**config.mk**
```make
export PLATFORM = sky130hd
export DESIGN_NAME = ctrl_sequencer
export DESIGN_NICKNAME = d
export VERILOG_FILES = /design/src/rtl/ctrl_sequencer.sv
export SDC_FILE = /design/constraint.sdc
export NUM_CORES = 1
export LEC_CHECK = 0
export CAP_MARGIN = 20
export CORE_ASPECT_RATIO = 1.4
export CORE_UTILIZATION = 44
export DETAILED_ROUTE_END_ITERATION = 8
export PLACE_DENSITY = 0.78
export SYNTH_ARGS = -nofsm -noshare
export SYNTH_HDL_FRONTEND = slang
export SYNTH_SLANG_ARGS = --single-unit
```
**constraint.sdc**
```tcl
create_clock -name Clk -period 2.26 [get_ports Clk]
set_clock_uncertainty 0.15 [all_clocks]
set_input_delay 0.339 -clock Clk [delete_from_list [all_inputs] [get_ports Clk]]
set_output_delay 0.339 -clock Clk [all_outputs]
set_load 0.01 [all_outputs]
```
**src/rtl/ctrl_sequencer.sv**
```systemverilog
// Multi-cycle control sequencer for the accumulator-style core: steps each
// instruction through FETCH / EXEC / MEM / WB and issues phase-qualified controls.
module ctrl_sequencer #(
    parameter int OPW     = 3,
    parameter int SELW    = 3,
    parameter int MEM_LAT = 2,
    parameter int CNTW    = 16
) (
    input  logic            Clk,
    input  logic            Reset_n,
    input  logic            Start,
    input  logic            Halt_req,
    input  logic [OPW-1:0]  Instr,
    input  logic [SELW-1:0] TypeSel,
    input  logic            BrTaken,
    output logic            IRWrite,
    output logic            PCWrite,
    output logic            PCSrc,
    output logic            RegDst,
    output logic            MemWrite,
    output logic            RegWrite,
    output logic            MemtoReg,
    output logic            RegtoReg,
    output logic            SinChange,
    output logic            Busy,
    output logic            Done,
    output logic [CNTW-1:0] InstCount
);

    typedef enum logic [2:0] {
        ST_IDLE  = 3'd0,
        ST_FETCH = 3'd1,
        ST_EXEC  = 3'd2,
        ST_MEM   = 3'd3,
        ST_WB    = 3'd4,
        ST_HALT  = 3'd5
    } state_t;

    localparam logic [2:0] OP_RXOR  = 3'b000;
    localparam logic [2:0] OP_SHIFT = 3'b001;
    localparam logic [2:0] OP_MEM   = 3'b010;
    localparam logic [2:0] OP_BNEQ  = 3'b011;
    localparam logic [2:0] OP_HSET  = 3'b100;
    localparam logic [2:0] OP_AND   = 3'b101;
    localparam logic [2:0] OP_BLT   = 3'b110;

    // The counter is preloaded with MEM_LAT-1 so it reads zero in the last MEM cycle.
    localparam logic [3:0] MEM_INIT = 4'(MEM_LAT - 1);

    state_t            state_r;
    state_t            state_nxt_s;
    logic [3:0]        wait_cnt_r;
    logic [CNTW-1:0]   inst_count_r;

    logic [2:0]        op_s;
    logic              nop_s;
    logic              is_alu_s;
    logic              is_shift_s;
    logic              is_load_s;
    logic              is_store_s;
    logic              is_move_s;
    logic              is_branch_s;
    logic              sin_mode_s;
    logic              mem_first_s;
    logic              mem_last_s;
    logic              cnt_load_s;
    logic              cnt_clr_s;

    // Opcode/sub-op classification from the IR fields.
    always_comb begin
        op_s        = Instr[2:0];
        nop_s       = ((Instr >> 2'd3) != {OPW{1'b0}});
        is_alu_s    = !nop_s && ((op_s == OP_RXOR) || (op_s == OP_HSET) || (op_s == OP_AND));
        is_shift_s  = !nop_s && (op_s == OP_SHIFT);
        is_load_s   = !nop_s && (op_s == OP_MEM) && (TypeSel[1:0] == 2'b00);
        is_store_s  = !nop_s && (op_s == OP_MEM) && (TypeSel[1:0] == 2'b01);
        is_move_s   = !nop_s && (op_s == OP_MEM) && TypeSel[1];
        is_branch_s = !nop_s && ((op_s == OP_BNEQ) || (op_s == OP_BLT));
        sin_mode_s  = (TypeSel == SELW'(3'd4)) || (TypeSel == SELW'(3'd5));
        mem_first_s = (wait_cnt_r == MEM_INIT);
        mem_last_s  = (wait_cnt_r == 4'd0);
    end

    // Next-state and phase-qualified control outputs.
    always_comb begin
        state_nxt_s = state_r;
        cnt_load_s  = 1'b0;
        cnt_clr_s   = 1'b0;
        IRWrite     = 1'b0;
        PCWrite     = 1'b0;
        PCSrc       = 1'b0;
        RegDst      = 1'b0;
        MemWrite    = 1'b0;
        RegWrite    = 1'b0;
        MemtoReg    = 1'b0;
        RegtoReg    = 1'b0;
        SinChange   = 1'b0;
        Busy        = 1'b0;
        Done        = 1'b0;
        case (state_r)
            ST_IDLE: begin
                if (Start) begin
                    state_nxt_s = ST_FETCH;
                    cnt_clr_s   = 1'b1;
                end else begin
                    state_nxt_s = ST_IDLE;
                end
            end
            ST_FETCH: begin
                Busy        = 1'b1;
                IRWrite     = 1'b1;
                state_nxt_s = ST_EXEC;
            end
            ST_EXEC: begin
                Busy = 1'b1;
                if (is_load_s || is_store_s) begin
                    cnt_load_s  = 1'b1;
                    state_nxt_s = ST_MEM;
                end else if (is_alu_s || is_shift_s || is_move_s) begin
                    state_nxt_s = ST_WB;
                end else begin
                    // Branches and no-ops retire straight out of EXEC.
                    PCWrite     = 1'b1;
                    PCSrc       = is_branch_s ? BrTaken : 1'b0;
                    state_nxt_s = Halt_req ? ST_HALT : ST_FETCH;
                end
            end
            ST_MEM: begin
                Busy = 1'b1;
                if (is_store_s) begin
                    MemWrite = mem_first_s;
                    if (mem_last_s) begin
                        PCWrite     = 1'b1;
                        state_nxt_s = Halt_req ? ST_HALT : ST_FETCH;
                    end else begin
                        state_nxt_s = ST_MEM;
                    end
                end else begin
                    MemtoReg = 1'b1;
                    RegDst   = 1'b1;
                    if (mem_last_s) begin
                        state_nxt_s = ST_WB;
                    end else begin
                        state_nxt_s = ST_MEM;
                    end
                end
            end
            ST_WB: begin
                Busy        = 1'b1;
                RegWrite    = 1'b1;
                PCWrite     = 1'b1;
                RegDst      = is_shift_s || is_load_s || (is_move_s && TypeSel[0]);
                MemtoReg    = is_load_s;
                RegtoReg    = is_move_s;
                SinChange   = is_shift_s && sin_mode_s;
                state_nxt_s = Halt_req ? ST_HALT : ST_FETCH;
            end
            ST_HALT: begin
                Done = 1'b1;
                if (Start) begin
                    state_nxt_s = ST_FETCH;
                    cnt_clr_s   = 1'b1;
                end else begin
                    state_nxt_s = ST_HALT;
                end
            end
            default: begin
                state_nxt_s = ST_IDLE;
            end
        endcase
    end

    // State register.
    always_ff @(posedge Clk or negedge Reset_n) begin
        if (!Reset_n) begin
            state_r <= ST_IDLE;
        end else begin
            state_r <= state_nxt_s;
        end
    end

    // Memory wait counter: loaded in EXEC, counts down while in MEM.
    always_ff @(posedge Clk or negedge Reset_n) begin
        if (!Reset_n) begin
            wait_cnt_r <= 4'd0;
        end else if (cnt_load_s) begin
            wait_cnt_r <= MEM_INIT;
        end else if ((state_r == ST_MEM) && !mem_last_s) begin
            wait_cnt_r <= wait_cnt_r - 4'd1;
        end else begin
            wait_cnt_r <= wait_cnt_r;
        end
    end

    // Saturating retired-instruction counter; PCWrite marks each retire.
    always_ff @(posedge Clk or negedge Reset_n) begin
        if (!Reset_n) begin
            inst_count_r <= {CNTW{1'b0}};
        end else if (cnt_clr_s) begin
            inst_count_r <= {CNTW{1'b0}};
        end else if (PCWrite && (inst_count_r != {CNTW{1'b1}})) begin
            inst_count_r <= inst_count_r + {{(CNTW-1){1'b0}}, 1'b1};
        end else begin
            inst_count_r <= inst_count_r;
        end
    end

    assign InstCount = inst_count_r;

endmodule

```
==> run summary, run 1 <==
Status -> completed
Hold crit path type -> input port to async pin
# DRC -> 0
DR pass1 iterations -> 5
Final period util -> 0.989
Slew Limit Fails -> 0
Crit path kind -> flop to flop
Seq/Total Area, Yosys -> 0.372
Std cell rows -> 25
Syn. warnings -> 0
Share of layout cells above drive strength 1 -> 0.255
WL per Instance -> 15.9 um
Final Setup Violations -> 0
Critical Path Source -> wait_cnt_r[0]$_DFFE_PN0P_
Syn Inst Count -> 174
Setup Slack @ Placement -> -0.371 ns
Vias in the first global route -> 1603
Die X -> 52.1 um
Synth cell types -> 42
Finished Layout Cells -> 283
Fill cells -> 277
Dominant cell type by area after synthesis -> dfrtp_1
Most frequent cells after synthesis -> dfrtp_1 (23), nand2_1 (17), nor3_1 (15)
H-tree Lvls -> 1
Syn_nets -> 189
Post-Syn Area -> 1550 um^2
Slew at the pin closest to its max-slew limit -> 0.389 ns
Post-synth top area share -> 0.372
Endpoints failing hold -> 0
Total of max-cap violations -> 0
CP Max Fanout -> 6
Top post-synthesis cells by area -> dfrtp_1 (37%), a211o_1 (5.1%), nor3_1 (4.8%)
Clock sinks -> 23
Final setup margin -> 0.0251 ns
Max clock buf depth -> 2
Tot Pwr -> 0.00190 W
Aggregate global routing overflow -> 0
Reg2Reg Launch Point -> wait_cnt_r[0]$_DFFE_PN0P_
Core area -> 3380 um^2
Clock transition at path regs -> 0.08 ns
Critical Path Sink Type -> flop
Final HPWL DP -> 3080 um
Via density -> 6.03
Port Buf Inserts -> 37
Synthesized flop and latch total -> 23
Max VDD drop -> 0.000525 V
Final antenna diode count -> 0
Root Driver -> clkbuf_8
Minimum clock period -> 2.23 ns
Startpoint Class -> flop
Commonest register cell after synthesis -> dfrtp_1
Number of enable flip-flop cells after synthesis -> 0
Asr flop ratio synth -> 1.00
DIE HEIGHT -> 72.2 um
CP arrival -> 2.24 ns
Count leader, synth -> dfrtp_1
GP Congestion -> 0.786
CTS Buf Count -> 3
Via count -> 1706
Initial core utilization -> 0.459
Final nets -> 259
Top Ports -> 38
Hold WS -> 0.269 ns
Post-route ant nets -> 0
Initial antenna violation count -> 0
CTS tree -> done
Data required, critical path -> 2.26 ns
Pwr Density -> 826 nW/um^2
Max Fclk -> 447 MHz
Post-Route WL -> 4490 um
Area growth syn-to-layout -> 48.4%
Largest net degree at the start of global routing -> 24
Total leakage power -> 1.12 nW
Syn avg cell area -> 8.90 um^2
Rel. slew slack -> 0.738
Placed cells -> 266
Global-route wire length before repair -> 6810 um
DIE AREA -> 3770 um^2
GR Util All Layers -> 0.237
Drt initial violations -> 85
Clk_lat worst skew -> 0.26 ns
## layout by cell type (no fill, tap or decap), types with 4 or more instances in the layout
cell / count
buf_4: 29
nand2_1: 17
a211o_1: 9
clkdlybuf4s50_1: 23
xnor2_1: 5
nand3_1: 8
o21ai_0: 8
nor3_1: 14
dlygate4sd2_1: 7
nor2_1: 11
a21oi_1: 7
buf_6: 4
and3_1: 8
dfrtp_1: 20
## worst paths after layout
kind / endpoint / slack [ns] / cells after the start
worst max register to register: InstCount[4]$_DFFE_PN0P_ / 0.03 / 8
worst min-delay path: InstCount[5]$_DFFE_PN0P_ / 0.27 / 2
max in group asynchronous: InstCount[8]$_DFFE_PN0P_ / 1.44 / 2
min in group Clk: InstCount[1]$_DFFE_PN0P_ / 0.40 / 2
worst max-delay path: InstCount[4]$_DFFE_PN0P_ / 0.03 / 8
worst min register to register: InstCount[1]$_DFFE_PN0P_ / 0.40 / 2
## metal layers
metal / routed length (um) / vias up / part of all wire / global-route usage
met5: 0 / - / 0 / 0
met4: 147 / 0 / 0.033 / 0.0936
met3: 263 / 23 / 0.059 / 0.0168
met2: 2410 / 83 / 0.54 / 0.447
met1: 1670 / 810 / 0.37 / 0.267
li1: - / 790 / - / -
## sequential cells by signal, indices dropped and copies added, names as in the netlist
name / count
state_r: 3
InstCount: 16
wait_cnt_r: 4
## logic make-up (layout without fill, tap and decap cells)
logic type	count (synthesis)	count (layout)	synth area share
xor gates and xnor gates	6	6	0.0339
and+or+nand+nor	93	94	0.350
muxes	1	1	0.00646
DFF	23	23	0.372
buffers and inverters	12	80	0.0444
adders and majority gates	4	4	0.0323
AOI/OAI and AO/OA	35	35	0.162
## metrics by stage
| stage | TNS (ns) | instance area (um^2) | utilization |
|---|---|---|---|
| global route | -0.943 | 2300 | 0.680 |
| CTS | -0.0134 | 2180 | 0.646 |
| finish | 0 | 2300 | 0.680 |
| floorplan | -0.00172 | 1570 | - |
| global placement | -3.42 | 2110 | 0.623 |
| detailed placement | -4.45 | 2110 | 0.623 |
## repair_timing
action                                  4_1_cts  5_1_grt
hold buffers                                  0        0
pin swaps                                     5        4
resized for setup                            21       21
setup buffers                                 4        8
endpoints found under the setup margin        7       21
cloned                                        0        2
## critical path, cell delays in order, from the launching register on
cell and delay, ns:
dfrtp_1 0.40, inv_1 0.09, ha_1 0.13, nor3b_2 0.24, nand4_1 0.15, buf_4 0.18
a32o_2 0.26, and2_2 0.23, a211o_1 0.30
## layout make-up
type,count,area [um^2],area share
well taps,40,50.0,0.0218
repair buffers,71,631,0.274
multi-input cells,140,975,0.424
inverters,5,18.8,0.00817
clock buffers,4,45.0,0.0196
flip-flops and latches,23,579,0.252
## power by group
| part | leakage [nW] | internal [W] | total (W) | switching (W) |
|---|---|---|---|---|
| registers | 0.302 | 0.000493 | 0.000574 | 0.0000810 |
| logic | 0.796 | 0.000531 | 0.00107 | 0.000538 |
| clock network | 0.0228 | 0.000126 | 0.000255 | 0.000129 |
| total | 1.12 | 0.00115 | 0.00190 | 0.000748 |
(Power assumes the default switching activity.)
==> inputs of run 2 (changes only) <==
--- a/config.mk
+++ b/config.mk
@@ -7,9 +7,11 @@
 export LEC_CHECK = 0
 export CAP_MARGIN = 20
 export CORE_ASPECT_RATIO = 1.4
+export CORE_MARGIN = 2
 export CORE_UTILIZATION = 44
 export DETAILED_ROUTE_END_ITERATION = 8
 export PLACE_DENSITY = 0.78
+export SKIP_CTS_REPAIR_TIMING = 1
 export SYNTH_ARGS = -nofsm -noshare
 export SYNTH_HDL_FRONTEND = slang
 export SYNTH_SLANG_ARGS = --single-unit
==> run 2 against run 1 <==
Compared with the run above:
- sequential share of layout area rose by 0.21 points
- total power rose by 0.56%
- clock power rose by 2%
- critical path type unchanged
- largest cell class unchanged
==> run summary, run 2 (synthesis results as in run 1) <==
Largest net degree at the start of global routing -> 24 (unchanged)
Via density -> 5.92 (-1.8%)
GP Congestion -> 0.772 (-1.8%)
Via count -> 1658 (-2.8%)
Final nets -> 256 (-1.2%)
# DRC -> 0 (unchanged)
Data required, critical path -> 2.27 ns (about the same)
WL per Instance -> 16.4 um (+3.4%)
Aggregate global routing overflow -> 0 (unchanged)
CTS Buf Count -> 3 (unchanged)
Unrepaired setup endpoints after global routing -> true
Reg-to-Reg End -> InstCount[5]$_DFFE_PN0P_
Share of layout cells above drive strength 1 -> 0.208 (-0.0468)
Crit path kind -> flop to flop
Slew at the pin closest to its max-slew limit -> 0.326 ns (-0.0631 ns)
Vias in the first global route -> 1622 (+1.2%)
Startpoint Class -> flop
Clk_lat worst skew -> 0.27 ns (about the same)
Global-route wire length before repair -> 7140 um (+4.9%)
Clock sinks -> 23 (unchanged)
Total leakage power -> 1.23 nW (+9.6%)
Final period util -> 0.989 (about the same)
Post-Place Cell Area -> 2110 um^2 (+0.36%)
Tot Pwr -> 0.00191 W (+0.56%)
Status -> completed
H-tree Lvls -> 1 (unchanged)
GR Util All Layers -> 0.234 (-0.00314)
Post-Route WL -> 4600 um (+2.3%)
Max clock buf depth -> 2 (unchanged)
DIE HEIGHT -> 74.2 um (+2.8%)
Max FFs per register -> 16 (unchanged)
CP Max Fanout -> 6 (unchanged)
Post-route ant nets -> 0 (unchanged)
Top Ports -> 38 (unchanged)
Final Setup Violations -> 0 (unchanged)
Max VDD drop -> 0.000571 V (+8.8%)
DR pass1 iterations -> 4 (-1)
Port Buf Inserts -> 37 (unchanged)
Max Fclk -> 448 MHz (about the same)
DIE AREA -> 4020 um^2 (+6.7%)
Most common library cell in the layout ignoring fill and taps -> buf_4
Die X -> 54.1 um (+3.8%)
Reg2Reg Launch Point -> state_r[1]$_DFF_PN0_
CP arrival -> 2.24 ns (about the same)
Root Driver -> clkbuf_8
Pwr Density -> 843 nW/um^2 (+2.1%)
Clock transition at path regs -> 0.08 ns (about the same)
Multi-input logic area -> 947 um^2 (-2.8%)
Std cell rows -> 25 (unchanged)
Post-route cell area -> 2260 um^2 (-1.5%)
Finished Layout Cells -> 280 (-1.1%)
Rel. slew slack -> 0.781 (+0.0424)
Area growth syn-to-layout -> 46.2%
Slew Limit Fails -> 0 (unchanged)
Fill cells -> 295 (+6.5%)
Placed cells -> 267 (+0.38%)
Final antenna diode count -> 0 (unchanged)
Worst r2r path cells -> 6 (-2)
Endpoints failing hold -> 0 (unchanged)
Post-route setup TNS -> 0 ns (unchanged)
CTS tree -> done
R2R setup slack -> 0.03 ns (about the same)
Minimum clock period -> 2.23 ns (-0.000533 ns)
Initial antenna violation count -> 0 (unchanged)
Total of max-cap violations -> 0 (unchanged)
Hold crit path type -> input port to async pin
Sequential Area -> 576 um^2 (-0.65%)
Initial core utilization -> 0.459 (unchanged)
Core area -> 3380 um^2 (unchanged)
Drt initial violations -> 59 (-31%)
Commonest non-fill, non-tap cells in the layout -> buf_4 (29), clkdlybuf4s50_1 (24), dfrtp_1 (23)
Final HPWL DP -> 3260 um (+5.7%)
Critical Path Sink Type -> flop
## run 2: cell count changes in the layout (fill, tap and decap cells not counted), moves of 2 or more
cell,previous run,this run
buf_6,4,2
clkdlybuf4s15_1,3,0
dfrtp_1,20,23
dfrtp_2,3,0
dlygate4sd2_1,7,0
dlymetal6s2s_1,2,11
inv_1,3,5
inv_2,2,0
## run 2: metrics by stage
step	utilization	hold WS (ns)	setup WS [ns]
finish	0.670	0.270	0.0256
global route	0.670	0.313	-0.0270
CTS	0.639	0.285	-0.389
detailed placement	0.626	0.426	-0.373
global placement	0.626	0.373	-0.290
floorplan	-	-0.107	-0.00172
## run 2: final cells by class
cell class,instances,share of cell area
timing repair buffer,68,0.277
multi-input combinational,140,0.418
sequential,23,0.254
tap,40,0.0221
clock buffer,4,0.0199
inverter,5,0.00829
## run 2: worst max-delay path by stage
stage / slack [ns] / to / from
after floorplan: -0.002 / InstCount[6]$_DFFE_PN0P_ / wait_cnt_r[0]$_DFFE_PN0P_
after global placement: -0.29 / RegDst / Instr[0]
after global routing: -0.03 / InstCount[5]$_DFFE_PN0P_ / state_r[1]$_DFF_PN0_
after CTS: -0.39 / RegDst / Instr[0]
final: 0.03 / InstCount[5]$_DFFE_PN0P_ / state_r[1]$_DFF_PN0_
after detailed placement: -0.37 / RegDst / Instr[0]
## run 2: where the power goes
| part | switching, W | total [W] | leakage [nW] | internal [W] |
|---|---|---|---|---|
| clock network | 0.000135 | 0.000261 | 0.0228 | 0.000126 |
| logic | 0.000540 | 0.00108 | 0.899 | 0.000537 |
| registers | 0.0000778 | 0.000571 | 0.307 | 0.000493 |
## run 2: layer usage
metal  up-vias  part of all wire  global-route usage
met3        11             0.045              0.0181
met2        63              0.55               0.435
li1        784                 -                   -
met5         -                 0                   0
met4         0             0.018              0.0806
met1       800              0.39               0.272
## run 2: critical path, stage by stage (launching register included)
cell and delay [ns]:
dfrtp_1 0.41, buf_6 0.12, or3b_4 0.39, o21a_1 0.25, a32o_2 0.28, and2_4 0.18, a221o_1 0.34
==> inputs of run 3 (changes only) <==
--- a/config.mk
+++ b/config.mk
@@ -10,6 +10,7 @@
 export CORE_MARGIN = 2
 export CORE_UTILIZATION = 44
 export DETAILED_ROUTE_END_ITERATION = 8
+export MAX_ROUTING_LAYER = met4
 export PLACE_DENSITY = 0.78
 export SKIP_CTS_REPAIR_TIMING = 1
 export SYNTH_ARGS = -nofsm -noshare
==> run 3 against run 2 <==
Compared with the run above:
- register-to-register slack improved by 0.02 ns
- total power fell by 2.0%
- clock power down 2%
- flip-flop and latch count is the same
- largest power group unchanged
==> run summary, run 3 (synthesis results as in run 1) <==
Vias in the first global route -> 1623 (+0.062%)
Aggregate global routing overflow -> 0 (unchanged)
Rel. slew slack -> 0.781 (about the same)
Port Buf Inserts -> 37 (unchanged)
Unrepaired setup endpoints after global routing -> false
Slew Limit Fails -> 0 (unchanged)
Minimum clock period -> 2.22 ns (-0.0174 ns)
Final nets -> 253 (-1.2%)
Final HPWL DP -> 3260 um (unchanged)
Die X -> 54.1 um (unchanged)
Max FFs per register -> 16 (unchanged)
Crit path kind -> flop to flop
Largest net degree at the start of global routing -> 24 (unchanged)
DR pass1 iterations -> 4 (unchanged)
Area growth syn-to-layout -> 44.4%
Commonest non-fill, non-tap cells in the layout -> buf_4 (26), clkdlybuf4s50_1 (23), dfrtp_1 (22)
Pwr Density -> 836 nW/um^2 (-0.83%)
Reg2Reg Launch Point -> state_r[1]$_DFF_PN0_
Reg-to-Reg End -> InstCount[2]$_DFFE_PN0P_
GP Congestion -> 0.783 (+1.4%)
Tot Pwr -> 0.00187 W (-2.0%)
Worst r2r path cells -> 6 (unchanged)
Initial antenna violation count -> 0 (unchanged)
Max clock buf depth -> 2 (unchanged)
Clock sinks -> 23 (unchanged)
H-tree Lvls -> 1 (unchanged)
WL per Instance -> 16.2 um (-1.4%)
Post-Route WL -> 4480 um (-2.5%)
Clk_lat worst skew -> 0.26 ns (about the same)
Drt initial violations -> 51 (-14%)
Initial core utilization -> 0.459 (unchanged)
Most common library cell in the layout ignoring fill and taps -> buf_4
DIE AREA -> 4020 um^2 (unchanged)
Total leakage power -> 1.22 nW (-0.70%)
GR Util All Layers -> 0.241 (+0.00708)
Top Ports -> 38 (unchanged)
Status -> completed
Fill cells -> 293 (-0.68%)
Std cell rows -> 25 (unchanged)
Root Driver -> clkbuf_8
Final period util -> 0.981 (-0.00770)
Via density -> 5.94 (+0.23%)
Slew at the pin closest to its max-slew limit -> 0.325 ns (-0.00146 ns)
Via count -> 1644 (-0.84%)
Max VDD drop -> 0.000548 V (-4.0%)
Share of layout cells above drive strength 1 -> 0.194 (-0.0142)
CP Max Fanout -> 6 (unchanged)
CTS Buf Count -> 3 (unchanged)
CP arrival -> 2.22 ns (-0.02 ns)
# DRC -> 0 (unchanged)
Global-route wire length before repair -> 7130 um (-0.20%)
Post-route ant nets -> 0 (unchanged)
Final antenna diode count -> 0 (unchanged)
CTS tree -> done
DIE HEIGHT -> 74.2 um (unchanged)
Finished Core Util -> 0.662 (-0.00815)
Final Setup Violations -> 0 (unchanged)
Hold crit path type -> input port to async pin
Critical Path Sink Type -> flop
R2R setup slack -> 0.04 ns (+0.02 ns)
Total of max-cap violations -> 0 (unchanged)
Data required, critical path -> 2.26 ns (about the same)
Endpoints failing hold -> 0 (unchanged)
Max Fclk -> 451 MHz (+0.78%)
Core area -> 3380 um^2 (unchanged)
Startpoint Class -> flop
Clock transition at path regs -> 0.08 ns (about the same)
[run 3: worst max-delay path, stage by stage, from the launching register on]
cell and delay [ns]:
dfrtp_1 0.41, buf_6 0.12, or3b_4 0.39, o21a_1 0.23
a32o_2 0.28, and2_4 0.20, a221o_1 0.34
[run 3: cell type report]
type | count | area, um^2 | share of cell area
multi-input cells | 140 | 938 | 0.419
clock buffers | 4 | 45.0 | 0.0201
well taps | 40 | 50.0 | 0.0224
inverters | 5 | 18.8 | 0.00839
repair buffers | 65 | 608 | 0.272
flip-flops and latches | 23 | 577 | 0.258
[run 3: metal layers]
metal	share of wire	GRT usage	wire length (um)
met5	0	-	0
met1	0.37	0.268	1680
met4	0.014	0.0806	62
met3	0.049	0.0181	218
met2	0.56	0.439	2520
[run 3: stage by stage]
stage | setup WS (ns) | cell area [um^2] | hold slack, ns | std cells | setup TNS, ns
2_1_floorplan | -0.00172 | 1570 | -0.107 | 174 | -0.00172
3_3_place_gp | -0.290 | 2110 | 0.373 | 267 | -3.39
3_5_place_dp | -0.373 | 2110 | 0.426 | 267 | -5.17
4_1_cts | -0.389 | 2160 | 0.285 | 271 | -2.14
5_1_grt | 0.00586 | 2240 | 0.313 | 277 | 0
6_report | 0.0430 | 2240 | 0.274 | 277 | 0
[run 3: where the power goes]
group	internal [W]	switching [W]	total, W
Sequential	0.000493	0.0000792	0.000572
Clock	0.000126	0.000132	0.000257
Combinational	0.000514	0.000526	0.00104
Total	0.00113	0.000736	0.00187
[run 3: worst max-delay path by stage]
stage                                endpoint                 startpoint  depth (start not counted)  slack (ns)
global route        InstCount[11]$_DFFE_PN0P_       state_r[2]$_DFF_PN0_                          8       0.006
CTS                                    RegDst                   Instr[0]                          6       -0.39
global placement                       RegDst                   Instr[0]                          6       -0.29
floorplan            InstCount[6]$_DFFE_PN0P_  wait_cnt_r[0]$_DFFE_PN0P_                          9      -0.002
detailed placement                     RegDst                   Instr[0]                          6       -0.37
finish               InstCount[2]$_DFFE_PN0P_       state_r[1]$_DFF_PN0_                          6        0.04
